===== src/rtl/mm_mailbox_pkg.sv =====
// Mailbox layout shared by the host sequencer and the mat_mul_system accelerator.
package mm_mailbox_pkg;

    localparam logic [31:0] SP_START_ADDR = 32'd0;
    localparam logic [31:0] SP_WSOS_ADDR  = 32'd4;
    localparam logic [31:0] SP_M_ADDR     = 32'd8;
    localparam logic [31:0] SP_K_ADDR     = 32'd12;
    localparam logic [31:0] SP_N_ADDR     = 32'd16;
    localparam logic [31:0] SP_DONE_ADDR  = 32'd100;

    localparam logic       WS          = 1'b0;
    localparam logic       OS          = 1'b1;
    localparam logic [3:0] BRAM_WE_ALL = 4'b1111;

    localparam logic [31:0] MBOX_GO   = 32'd1;
    localparam logic [31:0] MBOX_CLR  = 32'd0;
    localparam logic [31:0] DONE_FLAG = 32'd1;

    typedef enum logic [2:0] {
        H_IDLE, H_CFG, H_START, H_POLL, H_CLEAR, H_STREAM, H_FINISH, H_ERROR
    } host_state_e;

    typedef enum logic [1:0] {
        S_IDLE, S_ISSUE, S_WAIT, S_HOLD
    } strm_state_e;

    typedef struct packed {
        logic [31:0] addr;
        logic [31:0] data;
    } sp_write_t;

    // Mailbox write sequence: steps 0..4 are configuration, step 5 is the start word.
    function automatic sp_write_t cfg_write(input logic [2:0]  step,
                                            input logic [31:0] ws_os_w,
                                            input logic [31:0] m_w,
                                            input logic [31:0] k_w,
                                            input logic [31:0] n_w,
                                            input logic [31:0] done_addr);
        sp_write_t w;
        case (step)
            3'd0:    w = '{addr: SP_WSOS_ADDR,  data: ws_os_w};
            3'd1:    w = '{addr: SP_M_ADDR,     data: m_w};
            3'd2:    w = '{addr: SP_K_ADDR,     data: k_w};
            3'd3:    w = '{addr: SP_N_ADDR,     data: n_w};
            3'd4:    w = '{addr: done_addr,     data: MBOX_CLR};
            3'd5:    w = '{addr: SP_START_ADDR, data: MBOX_GO};
            default: w = '{addr: 32'd0,         data: 32'd0};
        endcase
        return w;
    endfunction

endpackage


===== src/rtl/mm_result_streamer.sv =====
// Reads M*N result words from O_BRAM port B and presents them on a valid/ready stream.
module mm_result_streamer
    import mm_mailbox_pkg::*;
#(
    parameter int unsigned IDX_WIDTH = 22
) (
    input  logic                 clk,
    input  logic                 reset_n,
    input  logic                 start,
    input  logic [IDX_WIDTH-1:0] total,
    output logic [31:0]          addr_o_bram_b,
    output logic                 enable_o_bram_b,
    input  logic [31:0]          data_out_o_bram_b,
    output logic                 res_valid,
    input  logic                 res_ready,
    output logic [31:0]          res_data,
    output logic                 res_last,
    output logic                 finished
);

    localparam logic [IDX_WIDTH-1:0] IDX_ONE = IDX_WIDTH'(1);

    strm_state_e          state_r;
    logic [IDX_WIDTH-1:0] idx_r;
    logic [IDX_WIDTH-1:0] idx_next_s;
    logic                 is_last_s;
    logic [31:0]          o_addr_r;
    logic                 o_en_r;
    logic [31:0]          res_data_r;
    logic                 res_valid_r;
    logic                 res_last_r;
    logic                 finished_r;

    // Next index and last-word detection for the word currently being fetched.
    always_comb begin
        idx_next_s = idx_r + IDX_ONE;
        is_last_s  = (idx_r == (total - IDX_ONE));
    end

    // Issue / wait / hold loop; every output is registered.
    always_ff @(posedge clk or negedge reset_n) begin
        if (!reset_n) begin
            state_r     <= S_IDLE;
            idx_r       <= '0;
            o_addr_r    <= 32'd0;
            o_en_r      <= 1'b0;
            res_data_r  <= 32'd0;
            res_valid_r <= 1'b0;
            res_last_r  <= 1'b0;
            finished_r  <= 1'b0;
        end else begin
            finished_r <= 1'b0;
            case (state_r)
                S_IDLE: begin
                    if (start) begin
                        state_r  <= S_ISSUE;
                        idx_r    <= '0;
                        o_en_r   <= 1'b1;
                        o_addr_r <= 32'd0;
                    end else begin
                        o_en_r   <= 1'b0;
                        o_addr_r <= 32'd0;
                    end
                end
                S_ISSUE: begin
                    state_r  <= S_WAIT;
                    o_en_r   <= 1'b0;
                    o_addr_r <= 32'd0;
                end
                S_WAIT: begin
                    state_r     <= S_HOLD;
                    res_data_r  <= data_out_o_bram_b;
                    res_valid_r <= 1'b1;
                    res_last_r  <= is_last_s;
                end
                S_HOLD: begin
                    if (res_ready) begin
                        res_valid_r <= 1'b0;
                        res_last_r  <= 1'b0;
                        res_data_r  <= 32'd0;
                        if (res_last_r) begin
                            finished_r <= 1'b1;
                            state_r    <= S_IDLE;
                        end else begin
                            idx_r    <= idx_next_s;
                            o_en_r   <= 1'b1;
                            o_addr_r <= 32'({idx_next_s, 2'b00});
                            state_r  <= S_ISSUE;
                        end
                    end else begin
                        state_r <= S_HOLD;
                    end
                end
                default: begin
                    state_r     <= S_IDLE;
                    o_en_r      <= 1'b0;
                    o_addr_r    <= 32'd0;
                    res_valid_r <= 1'b0;
                    res_last_r  <= 1'b0;
                    res_data_r  <= 32'd0;
                end
            endcase
        end
    end

    assign addr_o_bram_b   = o_addr_r;
    assign enable_o_bram_b = o_en_r;
    assign res_data        = res_data_r;
    assign res_valid       = res_valid_r;
    assign res_last        = res_last_r;
    assign finished        = finished_r;

endmodule


===== src/rtl/mm_host_sequencer.sv =====
// Host-side mailbox driver for mat_mul_system: configure, start, poll, clear, stream results.
module mm_host_sequencer
    import mm_mailbox_pkg::*;
#(
    parameter int unsigned DIM_WIDTH    = 11,
    parameter int unsigned SP_DONE_ADDR = 100,
    parameter int unsigned POLL_TIMEOUT = 65535
) (
    input  logic                 clk,
    input  logic                 reset_n,
    input  logic                 cmd_valid,
    output logic                 cmd_ready,
    input  logic                 cmd_ws_os,
    input  logic [DIM_WIDTH-1:0] cmd_m,
    input  logic [DIM_WIDTH-1:0] cmd_k,
    input  logic [DIM_WIDTH-1:0] cmd_n,
    output logic [31:0]          addr_sp_bram_b,
    output logic                 enable_sp_bram_b,
    output logic [3:0]           w_enable_sp_bram_b,
    output logic [31:0]          data_in_sp_bram_b,
    input  logic [31:0]          data_out_sp_bram_b,
    output logic [31:0]          addr_o_bram_b,
    output logic                 enable_o_bram_b,
    input  logic [31:0]          data_out_o_bram_b,
    output logic                 res_valid,
    input  logic                 res_ready,
    output logic [31:0]          res_data,
    output logic                 res_last,
    output logic                 busy,
    output logic                 done,
    output logic                 err
);

    localparam int unsigned PW        = 2 * DIM_WIDTH;
    localparam logic [31:0] DONE_ADDR = 32'(SP_DONE_ADDR);
    localparam logic [19:0] POLL_LAST = 20'(POLL_TIMEOUT - 1);

    host_state_e          state_r;
    logic [2:0]           step_r;
    logic [19:0]          poll_cnt_r;
    logic                 poll_chk_r;
    logic                 ws_os_r;
    logic [DIM_WIDTH-1:0] m_r;
    logic [DIM_WIDTH-1:0] k_r;
    logic [DIM_WIDTH-1:0] n_r;
    logic                 cmd_ready_r;
    logic [31:0]          sp_addr_r;
    logic                 sp_en_r;
    logic [3:0]           sp_we_r;
    logic [31:0]          sp_wdata_r;
    logic                 busy_r;
    logic                 done_r;
    logic                 err_r;
    logic                 strm_start_r;
    logic                 strm_finished_s;
    logic                 dims_zero_s;
    logic [PW-1:0]        total_s;
    sp_write_t            cfg_w_s;

    // Next mailbox write: step 0 comes straight from the command bus, later steps from latched dims.
    always_comb begin
        dims_zero_s = (cmd_m == '0) || (cmd_k == '0) || (cmd_n == '0);
        total_s     = PW'(m_r) * PW'(n_r);
        if (state_r == H_IDLE) begin
            cfg_w_s = cfg_write(3'd0, {31'd0, cmd_ws_os}, 32'(cmd_m), 32'(cmd_k),
                                32'(cmd_n), DONE_ADDR);
        end else begin
            cfg_w_s = cfg_write(step_r + 3'd1, {31'd0, ws_os_r}, 32'(m_r), 32'(k_r),
                                32'(n_r), DONE_ADDR);
        end
    end

    // Mailbox FSM with the poll/timeout counter; SP port and status outputs are registered.
    always_ff @(posedge clk or negedge reset_n) begin
        if (!reset_n) begin
            state_r      <= H_IDLE;
            step_r       <= 3'd0;
            poll_cnt_r   <= 20'd0;
            poll_chk_r   <= 1'b0;
            ws_os_r      <= 1'b0;
            m_r          <= '0;
            k_r          <= '0;
            n_r          <= '0;
            cmd_ready_r  <= 1'b0;
            sp_addr_r    <= 32'd0;
            sp_en_r      <= 1'b0;
            sp_we_r      <= 4'd0;
            sp_wdata_r   <= 32'd0;
            busy_r       <= 1'b0;
            done_r       <= 1'b0;
            err_r        <= 1'b0;
            strm_start_r <= 1'b0;
        end else begin
            done_r       <= 1'b0;
            strm_start_r <= 1'b0;
            case (state_r)
                H_IDLE: begin
                    if (cmd_valid && cmd_ready_r) begin
                        cmd_ready_r <= 1'b0;
                        ws_os_r     <= cmd_ws_os;
                        m_r         <= cmd_m;
                        k_r         <= cmd_k;
                        n_r         <= cmd_n;
                        if (dims_zero_s) begin
                            state_r <= H_ERROR;
                            err_r   <= 1'b1;
                        end else begin
                            state_r    <= H_CFG;
                            busy_r     <= 1'b1;
                            step_r     <= 3'd0;
                            sp_en_r    <= 1'b1;
                            sp_we_r    <= BRAM_WE_ALL;
                            sp_addr_r  <= cfg_w_s.addr;
                            sp_wdata_r <= cfg_w_s.data;
                        end
                    end else begin
                        cmd_ready_r <= 1'b1;
                    end
                end
                H_CFG: begin
                    // Step 4 is the last config write; the next one is the start word.
                    state_r    <= (step_r == 3'd4) ? H_START : H_CFG;
                    step_r     <= step_r + 3'd1;
                    sp_addr_r  <= cfg_w_s.addr;
                    sp_wdata_r <= cfg_w_s.data;
                end
                H_START: begin
                    state_r    <= H_POLL;
                    poll_cnt_r <= 20'd0;
                    poll_chk_r <= 1'b0;
                    sp_we_r    <= 4'd0;
                    sp_addr_r  <= DONE_ADDR;
                    sp_wdata_r <= 32'd0;
                end
                H_POLL: begin
                    poll_chk_r <= 1'b1;
                    poll_cnt_r <= poll_cnt_r + 20'd1;
                    if (poll_chk_r && (data_out_sp_bram_b == DONE_FLAG)) begin
                        state_r    <= H_CLEAR;
                        step_r     <= 3'd0;
                        sp_we_r    <= BRAM_WE_ALL;
                        sp_addr_r  <= SP_START_ADDR;
                        sp_wdata_r <= MBOX_CLR;
                    end else if (poll_cnt_r == POLL_LAST) begin
                        state_r    <= H_ERROR;
                        err_r      <= 1'b1;
                        busy_r     <= 1'b0;
                        sp_en_r    <= 1'b0;
                        sp_we_r    <= 4'd0;
                        sp_addr_r  <= 32'd0;
                        sp_wdata_r <= 32'd0;
                    end else begin
                        state_r <= H_POLL;
                    end
                end
                H_CLEAR: begin
                    if (step_r == 3'd0) begin
                        step_r     <= 3'd1;
                        sp_addr_r  <= DONE_ADDR;
                        sp_wdata_r <= MBOX_CLR;
                    end else begin
                        state_r      <= H_STREAM;
                        strm_start_r <= 1'b1;
                        sp_en_r      <= 1'b0;
                        sp_we_r      <= 4'd0;
                        sp_addr_r    <= 32'd0;
                        sp_wdata_r   <= 32'd0;
                    end
                end
                H_STREAM: begin
                    if (strm_finished_s) begin
                        state_r <= H_FINISH;
                        done_r  <= 1'b1;
                    end else begin
                        state_r <= H_STREAM;
                    end
                end
                H_FINISH: begin
                    state_r     <= H_IDLE;
                    busy_r      <= 1'b0;
                    cmd_ready_r <= 1'b1;
                end
                H_ERROR: begin
                    // Sticky until reset: no port activity, no new commands.
                    err_r       <= 1'b1;
                    busy_r      <= 1'b0;
                    cmd_ready_r <= 1'b0;
                    sp_en_r     <= 1'b0;
                    sp_we_r     <= 4'd0;
                    sp_addr_r   <= 32'd0;
                    sp_wdata_r  <= 32'd0;
                end
                default: begin
                    state_r     <= H_ERROR;
                    err_r       <= 1'b1;
                    busy_r      <= 1'b0;
                    cmd_ready_r <= 1'b0;
                    sp_en_r     <= 1'b0;
                    sp_we_r     <= 4'd0;
                    sp_addr_r   <= 32'd0;
                    sp_wdata_r  <= 32'd0;
                end
            endcase
        end
    end

    mm_result_streamer #(
        .IDX_WIDTH(PW)
    ) u_streamer (
        .clk               (clk),
        .reset_n           (reset_n),
        .start             (strm_start_r),
        .total             (total_s),
        .addr_o_bram_b     (addr_o_bram_b),
        .enable_o_bram_b   (enable_o_bram_b),
        .data_out_o_bram_b (data_out_o_bram_b),
        .res_valid         (res_valid),
        .res_ready         (res_ready),
        .res_data          (res_data),
        .res_last          (res_last),
        .finished          (strm_finished_s)
    );

    assign cmd_ready          = cmd_ready_r;
    assign addr_sp_bram_b     = sp_addr_r;
    assign enable_sp_bram_b   = sp_en_r;
    assign w_enable_sp_bram_b = sp_we_r;
    assign data_in_sp_bram_b  = sp_wdata_r;
    assign busy               = busy_r;
    assign done               = done_r;
    assign err                = err_r;

endmodule

===== config.mk =====
export PLATFORM = sky130hd
export DESIGN_NAME = mm_host_sequencer
export DESIGN_NICKNAME = d
export VERILOG_FILES = /design/src/rtl/mm_mailbox_pkg.sv /design/src/rtl/mm_result_streamer.sv /design/src/rtl/mm_host_sequencer.sv
export SDC_FILE = /design/constraint.sdc
export NUM_CORES = 1
export LEC_CHECK = 0
export ABC_AREA = 1
export BUFFER_PORTS_ARGS = -buffer_cell sky130_fd_sc_hd__buf_2
export CORE_MARGIN = 3
export CORE_UTILIZATION = 55
export DETAILED_ROUTE_END_ITERATION = 8
export PLACE_DENSITY = 0.79
export RECOVER_POWER = 25
export SLEW_MARGIN = 15
export SYNTH_ARGS = -nofsm -noshare
export SYNTH_HDL_FRONTEND = slang
export SYNTH_SLANG_ARGS = --single-unit

===== constraint.sdc =====
create_clock -name clk -period 6.3 [get_ports clk]
set_input_delay 1.575 -clock clk [delete_from_list [all_inputs] [get_ports clk]]
set_output_delay 1.575 -clock clk [all_outputs]
set_load 0.01 [all_outputs]

* Word-level counts from Yosys, hierarchy flattened
Cells that the tools add are included.
** Word-level totals
- Register bits after elaboration :: 227
- Bits of input ports :: 102
- Output and inout bits :: 140
- Logic and storage cells :: 176
** Cells by class
- Add/sub/neg operators :: 4
- Multiply operators :: 1
- Eq/ne operators :: 31
- Muxes and demuxes :: 73
- Reductions and logical operators :: 42
** Operator list (number)
- 32-bit two-way mux :: 9
- 39-bit one-hot mux with 6 select lines :: 1
- 32-bit one-hot mux with 6 select lines :: 1
- 32-bit one-hot mux with 2 select lines :: 2
- 32-bit one-hot mux with 4 select lines :: 1
- 22-bit two-way mux :: 3
- 22-bit one-hot mux with 2 select lines :: 1
- 20-bit one-hot mux with 2 select lines :: 1
- 39-bit two-way mux :: 1
- 11-bit logical NOT :: 3
- 32-bit by 1-bit equality test with 1-bit output, second input constant :: 1
- 3-bit two-way mux :: 9
- 22-bit by 1-bit adder with 22-bit output, second input constant :: 1
- 22-bit equality test :: 1
- 11-bit by 11-bit multiplier with 22-bit output :: 1
- 1-bit two-way mux :: 22
- 22-bit by 1-bit subtractor with 22-bit output, second input constant :: 1
- 3-bit equality test, second input constant :: 7
- 3-bit one-hot mux with 7 select lines :: 1
- 20-bit by 1-bit adder with 20-bit output, second input constant :: 1
- 20-bit by 16-bit equality test with 1-bit output, second input constant :: 1
- 4-bit two-way mux :: 5
- 2-bit inequality test, second input constant :: 10
- 5-bit AND reduction :: 4
- other kinds (30) :: 63

* Longest topological paths before layout
- Depth in word-level cells :: 7
- Depth in mapped cells :: 27
- Depth with buffers taken out :: 26

* Cells and area by module
Synthesis repeated with hierarchy kept, for this count alone.
** Second synthesis, totals
- Cells, all modules :: 1860
- Area, all modules :: 13883.3 µm²
** By module, submodules not included
- mm_host_sequencer :: instances 1, cells each 1284, area an instance 9317.7 µm², seq. area each 2077.0 µm²
- mm_result_streamer :: instances 1, cells each 576, area an instance 4565.6 µm², seq. area each 2052.0 µm²

* Worst setup path after synthesis
OpenSTA, ideal clock, no wires.
- Kind :: flip-flop to flip-flop
- From :: reg m_r[3]
- To :: reg u_streamer.res_last_r, in the netlist u_streamer.res_last
- Library setup time :: 0.066 ns
- Arrival :: 4.649 ns
- Required time :: 6.234 ns
- Path slack :: 1.585 ns
- Cell stages (with the launch flop) :: 25
- Path buffers :: 1
- Period minus slack after synthesis :: 4.715 ns
- Cell sequence :: dfrtp_1 -> clkbuf_1 -> nand2_1 -> fa_1 -> fa_1 -> inv_1 -> fa_1 -> inv_1 -> fa_1 -> fa_1 -> inv_1 -> ha_1 -> nand2_1 -> inv_1 -> a21oi_1 -> nand2_1 -> nand3_1 -> nand2_1 -> nand2_1 -> nand2_1 -> nand2_1 -> nand2_1 -> nor2_1 -> nand3_1 -> nand2_1
** Between the ends
- Cells in the longest elaborated chain, start to end :: 4
** Ends and longest elaborated chain
- start: declaration :: RTL line mm_host_sequencer.sv:43 : logic [DIM_WIDTH-1:0] m_r;
- start signal: assignment :: RTL line mm_host_sequencer.sv:101 : m_r <= cmd_m;
- 11-bit by 11-bit multiplier with 22-bit output :: RTL line mm_host_sequencer.sv:63 : total_s = PW'(m_r) * PW'(n_r);
- 22-bit by 1-bit subtractor with 22-bit output :: RTL line mm_result_streamer.sv:37 : is_last_s = (idx_r == (total - IDX_ONE));
- 22-bit equality test :: RTL line mm_result_streamer.sv:37
- 1-bit one-hot mux with 2 select lines :: RTL line mm_result_streamer.sv:53 : case (state_r)
- end signal: assignment :: RTL line mm_result_streamer.sv:74 : res_last_r <= is_last_s;
- end: declaration :: RTL line mm_result_streamer.sv:31 : logic res_last_r;
No other way between the ends.
A chain may end at the register's enable or synchronous reset.

* Final worst setup path
Same ends and word-level chain as after synthesis.

==> flow_summary_export.csv <==
group,metric,value,unit
status,status,"finished, violations left",
status,violations,"max-capacitance violations, max-slew violations",
cells_and_area,fillers,1962,
sta,worst-slew-pin-transition,4.028,ns
routing,ant_nets,0,
synthesis,synth.cell_area,13010,sq um
grt,grt.total_usage,25.44,%
min_path,min_path_type,"reg2reg",
die,core.rowCount,55,
grt,grt.met2_usage,41.84,%
synthesis,async_flop_share,100.0,%
worst_setup_path,crit_type,"reg2reg",
cells_and_area,areaGrowthSynthToFinish,11.44,%
cells_and_area,final-seq-area,4129,sq um
worst_setup_path,start_kind,"flop",
sta,fin_hold_ws,0.4712,ns
sta,setup_ws,1.194,ns
placed_design,io_buffers,183,
worst_setup_path,r2r_slack,1.19,ns
sta,layout_min_cycle_time,5.106,ns
worst_setup_path,endpoint_kind,"flop",
die,die_y,159.8,um
sta,tns,0,ns
routing,initialDrtViolationCount,805,
worst_setup_path,cp.arrival,5.47,ns
synthesis,synth-main-ff-cell,"dfrtp_1",
grt,antenna_found_initial,0,
clock_network,cts_hold_buf,0,
routing,wl_per_cell,15.25,um
cells_and_area,fin_nets,2032,
cells_and_area,multiInputGateArea,7482,sq um
clock_network,clock-sinks,165,
cells_and_area,drive_above_1_share,15.63,%
die,start_util,56.76,%
grt,use_met1,35.52,%
synthesis,synthCells,1620,
die,core_area,22920,sq um
worst_setup_path,rr_worst_depth,22,
placed_design,dp_hpwl,24200,um
grt,use_met3,4.721,%
placed_design,routabilityCongestion,0.9019,
die,die_area,25530,sq um
clock_network,ctsHtreeMaxLevel,4,
sta,hold_viol,0,
grt,grt_pass1_vias,11260,
sta,rsz0062_at_grt,"false",
routing,wl,32000,um
placed_design,post-place-ws,1.220,ns
sta,maxSlewViolCount,85,
clock_network,clock_latency,0.43,ns
synthesis,avgSynthCellArea,8.029,sq um
synthesis,synth_edf_count,0,
grt,top_usage_layer,"met2",
cells_and_area,antenna_cells,0,
grt,grt_max_degree,85,
worst_setup_path,critical_path_required,6.67,ns
clock_network,cts_resized,0,
clock_network,clock-root-buffer,"clkbuf_16",
sta,relSlewSlack,-168.5,%
routing,vias_per_cell,5.397,
synthesis,yosysWarnings,0,
grt,overflow,0,
sta,finClkSkew,0.01327,ns
synthesis,yosysUniqueCellTypes,48,
min_path,holdPathStages,1,
sta,min_period_over_period,81.05,%
cells_and_area,design_area,14500,sq um
routing,dr_total_vias,11320,
clock_network,cts_made_buffers,17,
grt,grt_pass1_wl,54340,um
sta,setup_violations,0,
clock_network,clkTransAtPathRegs,0.07,ns
routing,drt_pre_antenna_iters,6,
die,ios,242,
job,maxCapViolations,1,
synthesis,ys_ff_latch,165,
die,die_w,159.8,um
clock_network,cts_setup_buffers,0,
clock_network,cts_tree,"yes",
placed_design,place_area,13900,sq um
clock_network,clockBufferDepth,2,
routing,drc_errors,0,
synthesis,ys_seq_area_share,31.74,%
worst_setup_path,worst-path-max-fanout,13,
sta,fmax,0.1958,GHz
synthesized netlist by cell type, types with 32 or more instances:
cell	n	share of area, %
clkbuf_1	40	1.2
mux2_2	33	2.9
dfrtp_1	165	32
a21oi_1	39	1.5
buf_4	62	3.6
nand3_1	90	3.5
a32o_1	32	2.5
ha_1	70	6.7
nor2_1	82	2.4
nand2_1	461	13
o21ai_0	64	2.5
fa_1	88	14
inv_1	245	7.1
worst max-delay path, stage by stage, from the launching register on:
cell and delay (ns):
dfrtp_1 0.68, nand2_1 0.15, fa_1 0.52, fa_1 0.52
inv_1 0.05, fa_1 0.48, inv_1 0.06, fa_1 0.50
fa_1 0.56, inv_1 0.06, ha_1 0.35, nand2_1 0.11
nor2_1 0.17, nand2_1 0.09, nand2_1 0.11, nand2_1 0.06
nand2_1 0.08, nand3_1 0.07, nor2_1 0.11, nand3_1 0.09
nor2_1 0.10, nand3_1 0.07, nand2_1 0.06
layer usage:
layer  share of wire, %  vias to the layer above  routed length, um
li1                   -                     5362                  -
met1                 42                     5410              13590
met2                 48                      502              15220
met3                8.5                       48               2715
met4                1.5                        0                471
met5                  0                        -                  0
cells by family (layout without fill, tap and decap cells):
| family | after synthesis | in the layout | share of synthesized area (%) |
|---|---|---|---|
| flops | 165 | 165 | 31.74 |
| buf+inv | 361 | 469 | 12.32 |
| compound gates | 156 | 156 | 7.734 |
| mux | 34 | 34 | 2.934 |
| simple gates | 729 | 729 | 23.88 |
| xor+xnor | 16 | 16 | 1.077 |
| fa+ha+maj | 158 | 158 | 20.28 |
| other cells | 1 | 58 | 0.02883 |
cell type report:
| class | instances | share of cell area [%] |
|---|---|---|
| sequential | 165 | 28.49 |
| timing repair buffer | 188 | 6.612 |
| clock inverter | 14 | 1.105 |
| tap | 313 | 2.702 |
| inverter | 249 | 6.448 |
| clock buffer | 18 | 3.030 |
| multi-input combinational | 1151 | 51.62 |
layout by cell type, fill, tap and decap left out, types with 2 or more instances in the layout:
| cell type | count |
|---|---|
| clkinvlp_4 | 2 |
| nand3_2 | 2 |
| buf_4 | 5 |
| nor2_4 | 3 |
| nor2_2 | 2 |
| nor2_1 | 83 |
| a32o_1 | 32 |
| o22ai_1 | 2 |
| buf_2 | 182 |
| inv_8 | 4 |
| conb_1 | 58 |
| a31o_2 | 2 |
| dfrtp_1 | 165 |
| nand2_2 | 5 |
| o211ai_1 | 5 |
| nor3_1 | 22 |
| nor4_1 | 16 |
| nand3_1 | 90 |
| o21ai_0 | 64 |
| inv_6 | 2 |
| a21oi_1 | 39 |
| fa_1 | 88 |
| ha_1 | 70 |
| a22oi_1 | 2 |
| nand2_1 | 461 |
| nand4_1 | 26 |
| or2_2 | 8 |
| clkbuf_16 | 17 |
| clkinv_4 | 2 |
| inv_1 | 246 |
| nand3b_1 | 6 |
| mux2_2 | 33 |
| clkinv_1 | 2 |
| xor2_1 | 8 |
| o2111ai_1 | 2 |
| xnor2_1 | 8 |
| clkinv_8 | 4 |
| a41oi_1 | 2 |
through the flow:
stage	util, %	cells
after floorplan	-	1677
after global placement	60.68	2066
after detailed placement	60.68	2066
after CTS	63.29	2098
after global routing	63.25	2098
final	63.25	2098
registers in the layout (all words and copies together) (netlist names), 4 cells and up:
| register | flops |
|---|---|
| n_r | 11 |
| u_streamer.idx_r | 22 |
| data_in_sp_bram_b | 11 |
| u_streamer.addr_o_bram_b | 22 |
| addr_sp_bram_b | 4 |
| k_r | 11 |
| m_r | 11 |
| u_streamer.res_data | 32 |
| poll_cnt_r | 20 |
path summary, 6_finish.rpt:
kind | from | endpoint
worst max register to register | m_r[3]$_DFFE_PN0P_ | u_streamer.res_last$_DFFE_PN0P_
worst min-delay path | err$_DFFE_PN0P_ | err$_DFFE_PN0P_
worst max-delay path | m_r[3]$_DFFE_PN0P_ | u_streamer.res_last$_DFFE_PN0P_
max in group asynchronous | reset_n | u_streamer.addr_o_bram_b[18]$_DFFE_PN0P_
min in group asynchronous | reset_n | k_r[4]$_DFFE_PN0P_
worst min register to register | err$_DFFE_PN0P_ | err$_DFFE_PN0P_
Power is left out: the tool's default activity adds up to more than one toggle a clock period on the data nets, which glitch-free logic cannot reach.
